--- src/rtl/dense_sequencer.sv ---
// dense_sequencer: sequences one fully connected layer through a single MAC.
// Buffers IN_LEN input features, then for each output neuron reads the bias,
// walks IN_LEN weights, accumulates, applies optional ReLU and saturation,
// and presents the result on a valid/ready output.
// Optional build macro DENSE_SEQ_PERF_EN adds the perf_stall_cnt port, which
// counts output backpressure cycles.
module dense_sequencer #(
    parameter int IN_LEN    = 100,
    parameter int OUT_LEN   = 100,
    parameter int DATA_W    = 16,
    parameter int FRAC_BITS = 8,
    parameter int ACC_W     = 40,
    parameter int RELU      = 1,
    localparam int W_AW     = (IN_LEN * OUT_LEN > 1) ? $clog2(IN_LEN * OUT_LEN) : 1,
    localparam int B_AW     = (OUT_LEN > 1) ? $clog2(OUT_LEN) : 1
) (
    input  logic                     clock,
    input  logic                     reset_n,
    input  logic                     in_valid,
    output logic                     in_ready,
    input  logic signed [DATA_W-1:0] in_data,
    output logic                     w_rd_en,
    output logic [W_AW-1:0]          w_addr,
    input  logic signed [DATA_W-1:0] w_data,
    output logic                     b_rd_en,
    output logic [B_AW-1:0]          b_addr,
    input  logic signed [DATA_W-1:0] b_data,
    output logic                     out_valid,
    input  logic                     out_ready,
    output logic signed [DATA_W-1:0] out_data,
    output logic                     busy,
    output logic                     done
`ifdef DENSE_SEQ_PERF_EN
    ,
    output logic [31:0]              perf_stall_cnt
`endif
);

    localparam int IN_W = (IN_LEN > 1) ? $clog2(IN_LEN) : 1;
    localparam logic [IN_W-1:0] IN_LAST  = IN_W'(IN_LEN - 1);
    localparam logic [B_AW-1:0] OUT_LAST = B_AW'(OUT_LEN - 1);

    localparam logic [2:0] S_IDLE  = 3'd0;
    localparam logic [2:0] S_LOAD  = 3'd1;
    localparam logic [2:0] S_BIAS  = 3'd2;
    localparam logic [2:0] S_MAC   = 3'd3;
    localparam logic [2:0] S_DRAIN = 3'd4;
    localparam logic [2:0] S_EMIT  = 3'd5;

    // Saturation bounds of the DATA_W output, expressed at accumulator width.
    localparam logic signed [ACC_W-1:0] SAT_MAX = {{(ACC_W-DATA_W+1){1'b0}}, {(DATA_W-1){1'b1}}};
    localparam logic signed [ACC_W-1:0] SAT_MIN = ~SAT_MAX;

    logic [2:0]               state_reg;
    logic [IN_W-1:0]          cnt_reg;
    logic [IN_W-1:0]          k_reg;
    logic signed [ACC_W-1:0]  acc_reg;
    logic [W_AW-1:0]          w_addr_reg;
    logic [B_AW-1:0]          b_addr_reg;  // doubles as the output neuron index
    logic                     done_reg;

    logic signed [DATA_W-1:0] buf_mem [IN_LEN];
    logic signed [DATA_W-1:0] buf_rd_reg;

    logic                       in_fire;
    logic signed [2*DATA_W-1:0] mult;
    logic signed [2*DATA_W-1:0] mult_shifted;
    logic signed [ACC_W-1:0]    prod_ext;
    logic signed [ACC_W-1:0]    bias_ext;
    logic signed [ACC_W-1:0]    relu_val;

    assign in_ready  = !reset_n && (state_reg == S_IDLE || state_reg == S_LOAD);
    assign in_fire   = in_valid && in_ready;
    assign out_valid = (state_reg == S_EMIT);
    assign busy      = (state_reg != S_IDLE);
    assign done      = done_reg;
    assign w_rd_en   = (state_reg == S_MAC);
    assign b_rd_en   = (state_reg == S_BIAS);
    assign w_addr    = w_addr_reg;
    assign b_addr    = b_addr_reg;

    // Each product is rescaled individually before it reaches the accumulator.
    assign mult         = buf_rd_reg * w_data;
    assign mult_shifted = mult >>> FRAC_BITS;
    assign prod_ext     = ACC_W'(mult_shifted);
    assign bias_ext     = ACC_W'(b_data);

    // Input buffer write port and registered read port; during MAC k the read
    // register fetches buf[k], which pairs with the weight returned a cycle later.
    always_ff @(posedge clock) begin
        if (in_fire) begin
            buf_mem[cnt_reg] <= in_data;
        end
        if (state_reg == S_MAC) begin
            buf_rd_reg <= buf_mem[k_reg];
        end
    end

    // Output stage: optional ReLU, then clamp to the DATA_W signed range.
    always_comb begin
        relu_val = acc_reg;
        if (RELU != 0 && acc_reg[ACC_W-1]) begin
            relu_val = '0;
        end
        if (relu_val > SAT_MAX) begin
            out_data = SAT_MAX[DATA_W-1:0];
        end else if (relu_val < SAT_MIN) begin
            out_data = SAT_MIN[DATA_W-1:0];
        end else begin
            out_data = relu_val[DATA_W-1:0];
        end
    end

    // Layer sequencing FSM with its counters, addresses and accumulator.
    always_ff @(posedge clock or posedge reset_n) begin
        if (reset_n) begin
            state_reg  <= S_IDLE;
            cnt_reg    <= '0;
            k_reg      <= '0;
            acc_reg    <= '0;
            w_addr_reg <= '0;
            b_addr_reg <= '0;
            done_reg   <= 1'b0;
        end else begin
            done_reg <= 1'b0;
            case (state_reg)
                S_IDLE, S_LOAD: begin
                    if (in_fire) begin
                        if (cnt_reg == IN_LAST) begin
                            cnt_reg    <= '0;
                            b_addr_reg <= '0;
                            state_reg  <= S_BIAS;
                        end else begin
                            cnt_reg   <= cnt_reg + IN_W'(1);
                            state_reg <= S_LOAD;
                        end
                    end
                end
                S_BIAS: begin
                    k_reg      <= '0;
                    // Rows are contiguous, so later rows continue from the last address.
                    w_addr_reg <= (b_addr_reg == '0) ? '0 : w_addr_reg + W_AW'(1);
                    state_reg  <= S_MAC;
                end
                S_MAC: begin
                    if (k_reg == '0) begin
                        acc_reg <= bias_ext;
                    end else begin
                        acc_reg <= acc_reg + prod_ext;
                    end
                    if (k_reg == IN_LAST) begin
                        state_reg <= S_DRAIN;
                    end else begin
                        k_reg      <= k_reg + IN_W'(1);
                        w_addr_reg <= w_addr_reg + W_AW'(1);
                    end
                end
                S_DRAIN: begin
                    acc_reg   <= acc_reg + prod_ext;
                    state_reg <= S_EMIT;
                end
                S_EMIT: begin
                    if (out_ready) begin
                        if (b_addr_reg == OUT_LAST) begin
                            done_reg  <= 1'b1;
                            state_reg <= S_IDLE;
                        end else begin
                            b_addr_reg <= b_addr_reg + B_AW'(1);
                            state_reg  <= S_BIAS;
                        end
                    end
                end
                default: begin
                    state_reg <= S_IDLE;
                end
            endcase
        end
    end

`ifdef DENSE_SEQ_PERF_EN
    logic [31:0] perf_reg;

    // Saturating count of output backpressure cycles, restarted per layer.
    always_ff @(posedge clock or posedge reset_n) begin
        if (reset_n) begin
            perf_reg <= '0;
        end else if (in_fire && state_reg == S_IDLE) begin
            perf_reg <= '0;
        end else if (out_valid && !out_ready && perf_reg != 32'hFFFF_FFFF) begin
            perf_reg <= perf_reg + 32'd1;
        end
    end

    assign perf_stall_cnt = perf_reg;
`endif

endmodule

--- config.mk ---
export PLATFORM = sky130hd
export DESIGN_NAME = dense_sequencer
export DESIGN_NICKNAME = d
export VERILOG_FILES = /design/src/rtl/dense_sequencer.sv
export SDC_FILE = /design/constraint.sdc
export NUM_CORES = 2
export LEC_CHECK = 0
export BUFFER_PORTS_ARGS = -buffer_cell sky130_fd_sc_hd__buf_2
export CAP_MARGIN = 30
export CORE_AREA = 2 2 440 398
export DETAILED_ROUTE_END_ITERATION = 8
export DIE_AREA = 0 0 442 400
export GPL_ROUTABILITY_DRIVEN = 0
export HOLD_SLACK_MARGIN = 0.06
export MAX_ROUTING_LAYER = met4
export PLACE_DENSITY_LB_ADDON = 0.12
export SETUP_SLACK_MARGIN = 0.5
export SYNTH_ARGS = -nofsm -noshare
export SYNTH_HDL_FRONTEND = slang
export SYNTH_SLANG_ARGS = --single-unit
export TNS_END_PERCENT = 50
--- constraint.sdc ---
create_clock -name clock -period 8.85 [get_ports clock]
set_clock_uncertainty 0.1 [all_clocks]
set_input_delay 0.4425 -clock clock [delete_from_list [all_inputs] [get_ports clock]]
set_output_delay 0.4425 -clock clock [all_outputs]
set_load 0.1 [all_outputs]
# --- Yosys cells after proc, flatten, opt, wreduce, memory -nomap -nowiden ---
# Memory sizes are Yosys's and may differ from the RTL's. A register that Yosys moved wholly into a read port is not among the register bits.
# Cells that the tools add are included.
op_classes:
  n_addsub: 5
  n_mul: 1
  magnitude_cmp: 2
  eq_ne: 14
  n_mux: 27
  reduce_logical: 16
ops:
  columns: ["cell", "count"]
  rows:
  - ["40-bit case mux with 2 select lines", 1]
  - ["7-bit 2-to-1 mux", 6]
  - ["40-bit by 24-bit adder with 40-bit output", 1]
  - ["40-bit by 16-bit > comparator with 1-bit output, second input constant", 1]
  - ["40-bit by 16-bit less-than comparator with 1-bit output, second input constant", 1]
  - ["40-bit 2-to-1 mux", 1]
  - ["39-bit 2-to-1 mux", 1]
  - ["16-bit by 16-bit multiplier with 32-bit output", 1]
  - ["16-bit 2-to-1 mux", 2]
  - ["14-bit 2-to-1 mux", 2]
  - ["14-bit case mux with 2 select lines", 1]
  - ["7-bit case mux with 2 select lines", 2]
  - ["7-bit by 1-bit adder with 7-bit output, second input constant", 3]
  - ["7-bit equality test, second input constant", 3]
  - ["3-bit case mux with 5 select lines", 1]
  - ["14-bit by 1-bit adder with 14-bit output, second input constant", 1]
  - ["7-bit logical NOT", 2]
  - ["3-bit 2-to-1 mux", 3]
  - ["2-bit inequality test, second input constant", 4]
  - ["3-bit by 2-bit equality test with 1-bit output, second input constant", 2]
  - ["3-bit equality test, second input constant", 2]
  - ["2-bit nonzero test", 3]
  - ["1-bit 2-to-1 mux", 5]
  - ["5-bit AND reduction", 1]
  - ["other kinds (11)", 15]
totals:
  ff_bits: 79
  ram_bits: 1600
  inputBits: 52
  elab_cells: 73
  n_memories: 1
memory_table:
  columns: ["name", "depth", "word_bits", "read_ports", "rd_ports_with_merged_regs", "wr", "line", "rtl"]
  rows:
  - ["buf_mem", 100, 16, 1, 1, 1, "62", "logic signed [DATA_W-1:0] buf_mem [IN_LEN];"]

# --- Logic depth before layout (Yosys ltp) ---
depth:
  ltp_word: 6
  depth_mapped: 35
  depth_no_buf: 34

# --- Least setup slack after synthesis ---
# Ideal clock, no wire load.
synth_timing:
  path_type: "reg2reg"
  from: "reg buf_rd_reg[15], read port of buf_mem"
  to: "reg acc_reg[39]"
  t_arrival_ps: 8671
  required_ps: 8664
  slack_ps: -7
  stages_incl_launch_ff: 31
  n_path_buf: 1
  period_less_slack_ps: 8857
  cell_sequence: "edfxtp_1 clkbuf_1 nand2_1 inv_1 fa_1 fa_1 fa_1 fa_1 fa_1 inv_1 fa_1 inv_1 ha_1 and3_1 a221o_1 a31oi_1 a311oi_2 o2111ai_1 a31oi_1 xnor2_1 ha_1 a21oi_1 o21ai_1 a211oi_1 a31oi_1 o2111ai_1 a211oi_1 o211ai_1 a21oi_1 o2111a_1 nor3_1"
synth_between:
  elab_chain_len: 4
synth_lines:
  columns: ["item", "line", "rtl"]
  rows:
  - ["start: declaration", "63", "logic signed [DATA_W-1:0] buf_rd_reg;"]
  - ["16-bit by 16-bit multiplier with 32-bit output *", "83", "assign mult = buf_rd_reg * w_data;"]
  - ["40-bit by 24-bit adder with 40-bit output *", "149, 159", null]
  - ["40-bit 2-to-1 mux", "146", "if (k_reg == '0) begin"]
  - ["40-bit case mux with 2 select lines *", "126", "case (state_reg)"]
  - ["end signal: assignment", "147", "acc_reg <= bias_ext;"]
  - ["end signal: assignment", "149", "acc_reg <= acc_reg + prod_ext;"]
  - ["end signal: assignment", "159", "acc_reg <= acc_reg + prod_ext;"]
  - ["end: declaration", "57", "logic signed [ACC_W-1:0] acc_reg;"]
# Every way passes the cells marked *; elsewhere a longest branch is shown, timed or not.
# A chain may end at the register's enable or synchronous reset.

# --- Worst setup path in the final report ---
layout_timing:
  from: "reg buf_rd_reg[5], read port of buf_mem"
  to: "reg acc_reg[32]"
# The elaborated chain is that of the path after synthesis.

==> out/qor.yml <==
status:
  run_status: "complete, no violations"
placement:
  post-place-cells: 6611
  io_buffers: 93
  dp_slack_ps: 16.00
  post-dp-hpwl_um: 116300
hold_path:
  min_path_type: "input port to flop"
  holdPathStages: 4
power_and_ir_drop:
  ir_drop_v: 0.0008619
  p_leak_nw: 29.84
  netSwitchingFraction_pct: 37.99
  p_seq_share_pct: 26.6
  comb_power_share_pct: 52.9
  powerDensity_nw_per_um2: 393.3
  p_clk_share_pct: 20.5
  p_int_w: 0.02158
  power.switching_w: 0.01322
sta:
  post-route-period-util_pct: 95.55
  rsz0062_at_grt: "yes"
  period_minus_slack_ps: 8456
  tns_ps: 0
  final_max_slew_viol_count: 0
  setup_ws_ps: 394.0
  relSlewSlack_pct: 36.06
  fmax_ghz: 0.1183
  setup_viol: 0
  hold_viol_final: 0
  worstMarginPinSlew_ps: 958.0
drt:
  avgViaCountPerCell: 5.601
  dr_wl_met2_um: 88700
  drt_iter0_drc: 3564
  ant_nets: 0
  drc: 0
  wire_per_inst_um: 26.65
  route.met3.wl_um: 8886
  routed_wl_um: 187600
  drtPass1Iterations: 7
  routed.top_layer: "met4"
  vias: 39410
  wl_met1_um: 85810
die:
  num_rows: 145
  ioPinCount: 95
  dieArea_um2: 176800
  coreArea_um2: 172500
  start_util_pct: 44.70
  die_h_um: 400
  die_x_um: 442
worst_setup_path:
  worstSetupPathDepth: 33
  reg2reg_depth: 33
  crit_family: "adder cells"
  critPathLaunchType: "flop"
  worst-path-max-fanout: 16
  cpMostUsedCell: "fa_1"
  crit_type: "flop to flop"
  max_stage_delay_ps: 550
  arrival_ps: 9040
  crit_required_ps: 9430
  crit_path_end_kind: "flop"
  slowest_stage: "fa_1"
  path_buf_inv: 9
global_route:
  overflow: 0
  grt_max_degree: 121
  first_global_vias: 40270
  grt_first_pass_wirelength_um: 278000
  antenna_found_initial: 7
  gr-usage-all-layers_pct: 22.11
synthesis:
  ys_ff_latch: 1695
  synthTopCellsByCount: "edfxtp_1, mux4_2, inv_1"
  yosysMostFrequentCell: "edfxtp_1"
  synth.top_cell.area_share_pct: 62.93
  seq_area_frac_synth_pct: 65.49
  yosysWarnings: 0
  synth_area_per_cell_um2: 18.08
  synthArstFlopShare_pct: 4.661
  synth_area_leader_cell: "edfxtp_1"
  synth_edf_count: 1616
  ys.flop_type: "edfxtp_1"
  syn_inst: 4266
  ys_types: 78
  syn_area_um2: 77120
  synthesis.nets: 4705
  synth_area_leaders: "edfxtp_1, mux4_2, fa_1, dfrtp_1, ha_1"
clock_network:
  cts_buffers: 174
  clk-insertion-delay-late_ps: 820
  clockBufferDepth: 3
  cts_tree: "built"
  htree_levels: 4
  clock_sinks: 1695
  path_clk_slew_ps: 80
  ctsRootBufferMaster: "clkbuf_16"
finish:
  instances_no_fill: 7037
  largest_reg_flops: 1600
  drive_gt1_share_pct: 26.55
  final_nets: 5048
  areaGrowthSynthToFinish_pct: 14.77
flow_run:
  cap_violations: 0
[through the flow]
stage	hold slack (ps)	instance area [um2]	power (W)	util [%]
3_5_place_dp	410.3	81340	0.02485	47.14
6_report	169.2	88510	0.03481	51.30
5_1_grt	180.5	88500	0.03719	51.29
2_1_floorplan	377.6	77150	0.02145	-
3_3_place_gp	402.3	81150	0.02480	47.03
4_1_cts	100.6	87940	0.03350	50.97
[area by class of cell]
cell class	count	area (um2)
fill	13930	84030
sequential	1695	50520
multi-input combinational	2065	25270
clock buffer	219	4604
timing repair buffer	373	3137
tap	2278	2850
inverter	300	1132
clock inverter	102	973.4
antenna	5	12.51
[per-layer routing]
layer,vias up,global-route usage [%]
met2,994,33.98
met4,0,5.492
met5,-,-
li1,17130,-
met1,21060,31.57
met3,225,3.013
[worst min-delay path: stages]
cell and delay (ps):
buf_2 90, and2_1 120, buf_4 260, a21oi_1 100
[final timing paths]
path | from | end | slack (ps)
max reg2reg | buf_rd_reg[5] | acc_reg[32] | 390
min reg2reg | w_addr[1] | w_addr[1] | 420
max in group asynchronous | reset_n | w_addr[8] | 7360
max | buf_rd_reg[5] | acc_reg[32] | 390
min in group asynchronous | reset_n | state_reg[2] | 190
min | in_valid | cnt_reg[5] | 170
[layout by cell type, fill, tap and decap left out, drive strengths merged, types with 5 or more instances in the layout]
cell,n
edfxtp,1616
mux4,497
buf,339
inv,303
fa,262
nor2,236
nand2,231
clkbuf,219
and2,127
ha,125
clkinv,87
a21oi,85
dfrtp,79
o21ai,77
nor3,48
mux2i,47
xnor2,47
dlygate4sd3,34
nand3,28
nand4,23
o21a,22
xor2,19
and3,15
o221ai,15
a31oi,15
or2,14
nand2b,11
a211oi,11
or3,10
a21o,10
nor2b,10
nor4,9
bufinv,8
o211ai,7
o21bai,6
diode,5
nand3b,5
mux2,5
[kinds of logic after synthesis]
group           Yosys count  synth area share (%)
other cells               1              0.004863
buf+inv                 506                 2.619
flops                  1695                 65.49
simple gates            783                 4.806
mux                     549                 15.20
fa+ha+maj               387                 8.829
compound gates          279                 2.306
xor+xnor                 66                0.7496
[timing repair]
action | CTS | global route
resized for setup | 57 | 58
endpoints found under the setup margin | 14 | 19
buffers inserted | 48 | 12
endpoints found under the hold margin | 389 | 156
hold buffers | 28 | 6
pin swaps | 50 | 64
[power groups by stage]
stage / Clock [W] / Combinational, W / Sequential (W)
floorplan: 0 / 0.0120 / 0.00946
global placement: 0 / 0.0154 / 0.00942
detailed placement: 0 / 0.0154 / 0.00942
CTS: 0.00731 / 0.0169 / 0.00926
global route: 0.00762 / 0.0203 / 0.00927
finish: 0.00715 / 0.0184 / 0.00926
No activity file was read; power rests on OpenSTA's default activity.
